## src/rtl/entropy_ctrl_pkg.sv

```systemverilog
// Shared types and constants for the entropy core sequencer (entropy_ctrl).
package entropy_pkg;

    typedef enum logic [2:0] {
        IDLE,
        CFG0,
        CFG1,
        WAIT,
        RD_P,
        RD_N,
        MIX,
        OUT
    } state_e;

    localparam logic [7:0] ADDR_RNG1   = 8'h00;
    localparam logic [7:0] ADDR_RNG2   = 8'h01;
    localparam logic [7:0] ADDR_CFG_RD = 8'h10;
    localparam logic [7:0] ADDR_P      = 8'h11;
    localparam logic [7:0] ADDR_N      = 8'h12;

    localparam logic [7:0] RNG1_RST = 8'h55;
    localparam logic [7:0] RNG2_RST = 8'haa;

endpackage

```

## src/rtl/entropy_ctrl_health.sv

```systemverilog
// Repetition health test: counts consecutive identical samples, pulses fail at REP_LIMIT.
module entropy_health #(
    parameter int unsigned REP_LIMIT = 4
) (
    input  logic        clk,
    input  logic        nreset,
    input  logic [15:0] sample,
    input  logic        strobe,
    input  logic        clear,
    output logic        fail
);

    localparam int unsigned RW  = $clog2(REP_LIMIT + 1);
    localparam logic [RW-1:0] LIM = RW'(REP_LIMIT);

    logic [15:0]   prev_q;
    logic [RW-1:0] rep_q;
    logic [RW-1:0] rep_d;

    // rep_q == 0 means no previous sample, so the first one always starts a new run
    always_comb begin
        rep_d = rep_q;
        if (strobe) begin
            if ((rep_q != '0) && (sample == prev_q)) begin
                rep_d = (rep_q == LIM) ? LIM : rep_q + 1'b1;
            end else begin
                rep_d = RW'(1);
            end
        end
    end

    assign fail = strobe && !clear && (rep_d >= LIM);

    always_ff @(posedge clk or negedge nreset) begin
        if (!nreset) begin
            prev_q <= '0;
            rep_q  <= '0;
        end else if (clear) begin
            rep_q  <= '0;
        end else if (strobe) begin
            rep_q  <= rep_d;
            prev_q <= sample;
        end
    end

endmodule

```

## src/rtl/entropy_ctrl.sv

```systemverilog
// Entropy core sequencer: configures the core, reads/whitens p^n samples, health-tests, packs 32-bit words.
// Optional ENTROPY_CTRL_STATS_EN adds words_cnt/fail_cnt saturating counters.
module entropy_ctrl
    import entropy_pkg::*;
#(
    parameter int unsigned SAMPLE_DIV = 16,
    parameter int unsigned REP_LIMIT  = 4
) (
    input  logic        clk,
    input  logic        nreset,
    input  logic        enable,
    input  logic        cfg_stb,
    input  logic [7:0]  rng1_cfg,
    input  logic [7:0]  rng2_cfg,
    output logic        ent_cs,
    output logic        ent_we,
    output logic [7:0]  ent_addr,
    output logic [15:0] ent_dwrite,
    input  logic [15:0] ent_dread,
    output logic [31:0] data,
    output logic        data_valid,
    input  logic        data_ready,
    output logic        health_err,
    output logic        busy
`ifdef ENTROPY_CTRL_STATS_EN
    ,
    output logic [15:0] words_cnt,
    output logic [15:0] fail_cnt
`endif
);

    localparam int unsigned CW = $clog2(SAMPLE_DIV + 1);
    localparam logic [CW-1:0] LAST = CW'(SAMPLE_DIV - 1);

    state_e        state_q, state_d;
    logic [CW-1:0] cnt_q, cnt_d;
    logic [7:0]    cfg1_q, cfg2_q;
    logic          pend_q;
    logic          samp_q;
    logic [15:0]   p_q, n_q;
    logic [31:0]   data_q;
    logic          herr_q;
    logic [15:0]   mix_s;
    logic          hfail;

    assign mix_s = p_q ^ n_q;

    entropy_health #(.REP_LIMIT(REP_LIMIT)) u_health (
        .clk    (clk),
        .nreset (nreset),
        .sample (mix_s),
        .strobe (state_q == MIX),
        .clear  (cfg_stb),
        .fail   (hfail)
    );

    always_comb begin
        state_d = state_q;
        cnt_d   = cnt_q;
        case (state_q)
            IDLE: if (enable) state_d = pend_q ? CFG0 : WAIT;
            CFG0: state_d = enable ? CFG1 : IDLE;
            CFG1: state_d = enable ? WAIT : IDLE;
            WAIT: begin
                if (!enable) begin
                    state_d = IDLE;
                    cnt_d   = '0;
                end else if (cnt_q == LAST) begin
                    state_d = pend_q ? CFG0 : RD_P;
                    cnt_d   = '0;
                end else begin
                    cnt_d   = cnt_q + 1'b1;
                end
            end
            RD_P: state_d = enable ? RD_N : IDLE;
            RD_N: state_d = enable ? MIX : IDLE;
            MIX: begin
                if (!enable)              state_d = IDLE;
                else if (samp_q && !hfail) state_d = OUT;
                else                      state_d = WAIT;
            end
            OUT: if (data_ready) state_d = !enable ? IDLE : (pend_q ? CFG0 : WAIT);
            default: state_d = IDLE;
        endcase
    end

    // Bus outputs depend on registered state and cfg only
    always_comb begin
        ent_cs     = 1'b0;
        ent_we     = 1'b0;
        ent_addr   = '0;
        ent_dwrite = '0;
        case (state_q)
            CFG0: begin ent_cs = 1'b1; ent_we = 1'b1; ent_addr = ADDR_RNG1; ent_dwrite = {cfg1_q, 8'h00}; end
            CFG1: begin ent_cs = 1'b1; ent_we = 1'b1; ent_addr = ADDR_RNG2; ent_dwrite = {8'h00, cfg2_q}; end
            RD_P: begin ent_cs = 1'b1; ent_addr = ADDR_P; end
            RD_N: begin ent_cs = 1'b1; ent_addr = ADDR_N; end
            default: ;
        endcase
    end

    always_ff @(posedge clk or negedge nreset) begin
        if (!nreset) begin
            state_q <= IDLE;
            cnt_q   <= '0;
            cfg1_q  <= RNG1_RST;
            cfg2_q  <= RNG2_RST;
            pend_q  <= 1'b1;
            samp_q  <= 1'b0;
            p_q     <= '0;
            n_q     <= '0;
            data_q  <= '0;
            herr_q  <= 1'b0;
        end else begin
            state_q <= state_d;
            cnt_q   <= cnt_d;
            if (cfg_stb) begin
                cfg1_q <= rng1_cfg;
                cfg2_q <= rng2_cfg;
            end
            if (cfg_stb)              pend_q <= 1'b1;
            else if (state_q == CFG1) pend_q <= 1'b0;
            if (cfg_stb)    herr_q <= 1'b0;
            else if (hfail) herr_q <= 1'b1;
            if (state_q == RD_P) p_q <= ent_dread;
            if (state_q == RD_N) n_q <= ent_dread;
            if (state_q == MIX && !hfail) begin
                if (samp_q) data_q[31:16] <= mix_s;
                else        data_q[15:0]  <= mix_s;
            end
            // any return to IDLE drops a half-built word
            if (state_d == IDLE)     samp_q <= 1'b0;
            else if (state_q == MIX) samp_q <= hfail ? 1'b0 : ~samp_q;
        end
    end

    assign data       = data_q;
    assign data_valid = (state_q == OUT);
    assign health_err = herr_q;
    assign busy       = (state_q != IDLE);

`ifdef ENTROPY_CTRL_STATS_EN
    logic [15:0] words_q, fails_q;

    always_ff @(posedge clk or negedge nreset) begin
        if (!nreset) begin
            words_q <= '0;
            fails_q <= '0;
        end else if (cfg_stb) begin
            words_q <= '0;
            fails_q <= '0;
        end else begin
            if (data_valid && data_ready && (words_q != '1)) words_q <= words_q + 1'b1;
            if (hfail && (fails_q != '1))                    fails_q <= fails_q + 1'b1;
        end
    end

    assign words_cnt = words_q;
    assign fail_cnt  = fails_q;
`endif

endmodule

```

## config.mk

```make
export PLATFORM = sky130hd
export DESIGN_NAME = entropy_ctrl
export DESIGN_NICKNAME = d
export VERILOG_FILES = /design/src/rtl/entropy_ctrl_pkg.sv /design/src/rtl/entropy_ctrl_health.sv /design/src/rtl/entropy_ctrl.sv
export SDC_FILE = /design/constraint.sdc
export NUM_CORES = 1
export LEC_CHECK = 0
export CAP_MARGIN = 20
export CORE_ASPECT_RATIO = 0.8
export CORE_MARGIN = 1.5
export CORE_UTILIZATION = 55
export CTS_BUF_LIST = sky130_fd_sc_hd__clkbuf_4
export CTS_CLUSTER_DIAMETER = 120
export DETAILED_ROUTE_END_ITERATION = 8
export PLACE_DENSITY = 0.83
export SLEW_MARGIN = 20
export SYNTH_ARGS = -nofsm -noshare
export SYNTH_HDL_FRONTEND = slang
export SYNTH_SLANG_ARGS = --single-unit
```

## constraint.sdc

```tcl
create_clock -name clk -period 4.05 [get_ports clk]
set_input_delay 1.0125 -clock clk [delete_from_list [all_inputs] [get_ports clk]]
set_output_delay 1.0125 -clock clk [all_outputs]
set_load 0.1 [all_outputs]
```

* Yosys cells after proc, flatten, opt, wreduce, memory -nomap -nowiden
Cells that the tools add are included.
Widths: inputs -> output; s select.
** Storage, ports and cells
- Input bits :: 37
- Bits in registers :: 110
- Word-level logic and storage cells :: 81
** Operators by class
- Reductions and logical operators :: 20
- Eq/ne operators :: 10
- Mux-type cells :: 32
- $add $sub $neg :: 2
- Order comparisons :: 1
- Bitwise operators :: 3
** Operators with widths (number)
- $mux 3 :: 14
- $pmux 16 s2 :: 1
- $pmux 3 s8 :: 1
- $eq 16x16->1 :: 1
- $xor 16x16->16 :: 1
- $eq 3x3->1 const B :: 5
- $pmux 5 s3 :: 1
- $mux 5 :: 2
- $mux 1 :: 9
- $mux 2 :: 4
- $reduce_bool 2->1 :: 4
- $eq 3x2->1 const B :: 2
- $logic_not 3->1 :: 2
- $reduce_and 2->1 :: 3
- $reduce_bool 3->1 :: 2
- $add 5x1->5 const B :: 1
- $eq 5x4->1 const B :: 1
- $logic_and 1x1->1 :: 5
- $reduce_or 4->1 :: 1
- $add 3x1->3 const B :: 1
- $eq 3x1->1 const B :: 1
- $ge 3x3->1 const B :: 1
- $logic_not 1->1 :: 2
- $not 1->1 :: 2
- $reduce_or 2->1 :: 1

* Logic depth before layout (Yosys ltp)
- Depth in word-level cells :: 14
- Mapped depth :: 9
- Depth with buffers taken out :: 7

* By module
From an unflattened synthesis, not the netlist that was laid out.
** Second synthesis, totals
- Cell total of the unflattened synthesis :: 464
- Area total of the unflattened synthesis :: 5062.4 µm²
** By module, submodules not included
- entropy_ctrl :: cells each 371, area each 4018.9 µm², instances 1, sequential area each 2288.4 µm²
- entropy_health :: cells each 93, area each 1043.5 µm², instances 1, sequential area each 475.5 µm²

* Worst setup path before layout
No wires, ideal clock.
- Kind :: register to output
- From :: register state_q[2]
- To :: output port ent_addr[1]
- Arrival time :: 3.316 ns
- Slack :: -0.279 ns
- Cell stages (with the launch flop) :: 6
- Path buffers :: 1
- Path through :: dfrtp_1 -> clkinv_1 -> nor2_1 -> nand2_1 -> clkbuf_1 -> inv_1
** On the way
- Longest elaborated chain between the ends :: 2
- Elaborated cells between the ends (all ways) :: 4
- Classes of those cells :: eq/ne (3); mux (1)
** RTL lines
- start, declared :: line entropy_ctrl.sv:35 : state_e state_q, state_d;
- start signal, assigned :: line entropy_ctrl.sv:115 : state_q <= state_d;
- $eq 3x3->1 or $eq 3x2->1 (tied branches) :: line entropy_ctrl.sv:93 : case (state_q)
- $pmux 5 s3 * :: line entropy_ctrl.sv:93
- end, declared :: line entropy_ctrl.sv:17 : output logic [7:0] ent_addr,
Mark *: on every way between the ends. The rest lies on a longest branch, timed or not.

* Worst setup path in the final report
- From :: register state_q[1]
- To :: output port ent_cs
** On the way
- Longest elaborated chain between the ends :: 3
- Elaborated cells between the ends (all ways) :: 6
- Classes of those cells :: eq/ne (4); mux (1); reduce/logical (1)
** RTL lines
- $eq 3x2->1 (tied with other cells) :: line entropy_ctrl.sv:93
- $reduce_or 4->1 (no source line) *
- $mux 1 * :: line entropy_ctrl.sv:93
- end, declared :: line entropy_ctrl.sv:15 : output logic ent_cs,
Marks and branches as above.

==> metrics.txt <==
commonest register cell after synthesis=dfrtp_1; Max Freq=277 MHz; Skew-Pair Late Insertion Delay=460 ps; yosys warns=0; post-route ant nets=0; Nets=610; worst min path class=reg -> reg; crit-path leading delay family=buffers and inverters; Max IR drop VDD=421 uV; Post-CTS Hold Buffers=0; DR pass1 iterations=5; Vias/cell=5.87; Avg WL per Cell=17.7 um; largest net degree at the start of global routing=63; final setup fails=0; MaxCap Viol Count=0; Post-CTS Setup Bufs=0; crit path launch type=flop; DR DRC count=0; die width=116 um; H-tree levels=3; die height=93.2 um; P per Cell Area=399 nW/um2; EDFF count, synth=0; gpl congestion=0.791; DR iter-0 viols=358; TritonCTS clock tree=done; count of final hold-check violations=0; Synth Cell Area=5600 um2; GRT Overall Usage=24.9%; total CTS buffers=9; share of cells above drive strength 1=20.2%; crit end category=output pin; Synth Area per Inst=11.4 um2; I/O Buffers=92; WP buf/inv=1; global-route wire length before repair=20700 um; total congestion overflow=0; Arr. time, crit path=2590 ps; CP cell instances=or3_1 -> and2_1 -> clkdlybuf4s50_1; relative max-transition margin=32.6%; number of distinct library cells after synthesis=58; Fin Setup TNS=0 ps; core box area=9770 um2; period utilisation layout=89.1%; Syn Inst Count=489; leak pwr=0.00297 uW; sequential fraction of the synthesis area=49.4%; final wirelength=12600 um; Critical Path Max Stage Delay=960 ps; Layout Skew=27.9 ps; Top Ports=98; Max clock buf depth=2; Initial Utilization=57.3%; RSZ-0062 raised after global routing=no; Final Util=68.7%; post-DP HPWL=8660 um; status=finished clean; die area=10800 um2; FFs w/ async S/R, synth=100%; Crit Path Category=reg -> out; worst-path fanout max=15; DR vias=4182; Yosys reg bits=110; CP max stage cell=clkdlybuf4s50_1; CTS sink cnt=110; P&R area growth vs syn=19.9%; post-cts sizing count=0; Final min period=3610 ps; site row count=32; Root Driver=clkbuf_4; Worst EP required=3040 ps; Clock transition at path regs=150 ps; vias in the first global route=4053; Pins Over Slew Limit=0; initial antenna violation count=1; worst slew pin tran=1010 ps
metal layers:
metal,vias up,share of wire [%],GRT usage (%)
li1,1929,-,-
met1,2078,45,36.6
met2,161,47,37.4
met3,14,7.1,5.31
met4,0,1.4,7.52
met5,-,0,0
cell families (layout without fill, tap and decap cells):
family | after synthesis | in the layout | synth area share, %
AOI/OAI and AO/OA | 98 | 98 | 12.5
xor gates and xnor gates | 31 | 31 | 7.80
adders and majority gates | 3 | 3 | 0.671
buffers and inverters | 47 | 129 | 4.05
DFF | 110 | 110 | 49.4
muxes | 60 | 60 | 12.1
other | 1 | 6 | 0.0670
and+or+nand+nor | 139 | 139 | 13.5
path summary, 6_finish.rpt:
kind	startpoint	end	slack [ps]	cells past startpoint
worst max-delay path	state_q[1]	ent_cs	440	3
worst min-delay path	cfg1_q[7]	cfg1_q[7]	520	1
worst max register to register	n_q[0]	samp_q	1270	7
worst min register to register	cfg1_q[7]	cfg1_q[7]	520	1
max in group asynchronous	nreset	cfg1_q[0]	2550	2
min in group asynchronous	nreset	cfg1_q[3]	600	1
final cells by class:
cell class,instances,area [um2]
Fill cell,775,3060
Sequential cell,110,2760
Multi-Input combinational cell,336,2640
Timing Repair Buffer,104,956
Tap cell,136,170
Clock buffer,12,90.1
Clock inverter,4,48.8
Inverter,9,33.8
Antenna cell,1,2.50
worst reg2reg max path: stages (launching register included):
cell and delay [ps]:
dfrtp_1 410, xor2_1 490, xor2_1 130, or4_1 490, buf_4 270, or3_1 410, buf_4 250, a31o_1 250
Yosys cell counts, drive strengths merged (2+ instances only):
| cell type | number | area (um2) |
|---|---|---|
| xor3 | 5 | 119 |
| o32ai | 30 | 263 |
| xnor3 | 6 | 135 |
| a31o | 2 | 17.5 |
| a22o | 3 | 26.3 |
| buf | 11 | 91.3 |
| nand3b | 33 | 248 |
| a31oi | 9 | 56.3 |
| a21oi | 28 | 140 |
| inv | 8 | 30.0 |
| and3b | 2 | 17.5 |
| nand4 | 3 | 18.8 |
| xnor2 | 6 | 60.1 |
| dfrtp | 101 | 2530 |
| and2 | 18 | 113 |
| ha | 3 | 37.5 |
| nand2 | 21 | 78.8 |
| o41ai | 2 | 17.5 |
| or3 | 2 | 12.5 |
| xor2 | 14 | 123 |
| o311a | 2 | 20.0 |
| nor2 | 40 | 150 |
| clkbuf | 27 | 101 |
| mux2 | 59 | 664 |
| nor3 | 3 | 15.0 |
| a211oi | 2 | 15.0 |
| nand3 | 8 | 40.0 |
| nand2b | 3 | 18.8 |
| o21ai | 8 | 40.0 |
| dfstp | 9 | 236 |
| or2 | 2 | 12.5 |
placed cells by master (no fill, tap or decap), types with 5 or more instances in the layout:
cell type	count
nor2_1	39
clkdlybuf4s50_1	70
a31oi_1	9
mux2_1	7
mux2_2	52
dfstp_2	9
nand3b_1	33
o21ai_0	6
buf_4	34
a21oi_1	28
conb_1	5
nand2_1	21
xnor3_1	6
xor3_1	5
inv_1	8
and2_1	18
clkbuf_4	12
nand3_1	8
xnor2_1	5
xor2_1	14
dfrtp_1	101
o32ai_1	30
registers in the layout, summed over array words and instances (netlist names):
signal	flops
u_health.prev_q	16
cfg1_q	8
data	32
health_err	1
cnt_q	5
cfg2_q	8
u_health.rep_q	3
state_q	3
p_q	16
pend_q	1
n_q	16
samp_q	1
power breakdown:
part / switching (uW) / internal [uW]
Clock: 341 / 211
Combinational: 629 / 243
Sequential: 80.5 / 1170
Total: 1050 / 1630
metrics by stage:
| stage | power [uW] | area, um2 | setup WS, ps | hold slack, ps | cells |
|---|---|---|---|---|---|
| 6_report | 2680 | 6710 | 443 | 521 | 712 |
| 5_1_grt | 2790 | 6710 | 304 | 545 | 712 |
| 4_1_cts | 2690 | 6710 | 416 | 522 | 711 |
| 3_5_place_dp | 2150 | 6570 | 928 | 488 | 695 |
| 3_3_place_gp | 2130 | 6570 | 954 | 484 | 695 |
| 2_1_floorplan | 1920 | 5610 | 323 | 466 | 493 |
Power figures use the tool's default switching activity.
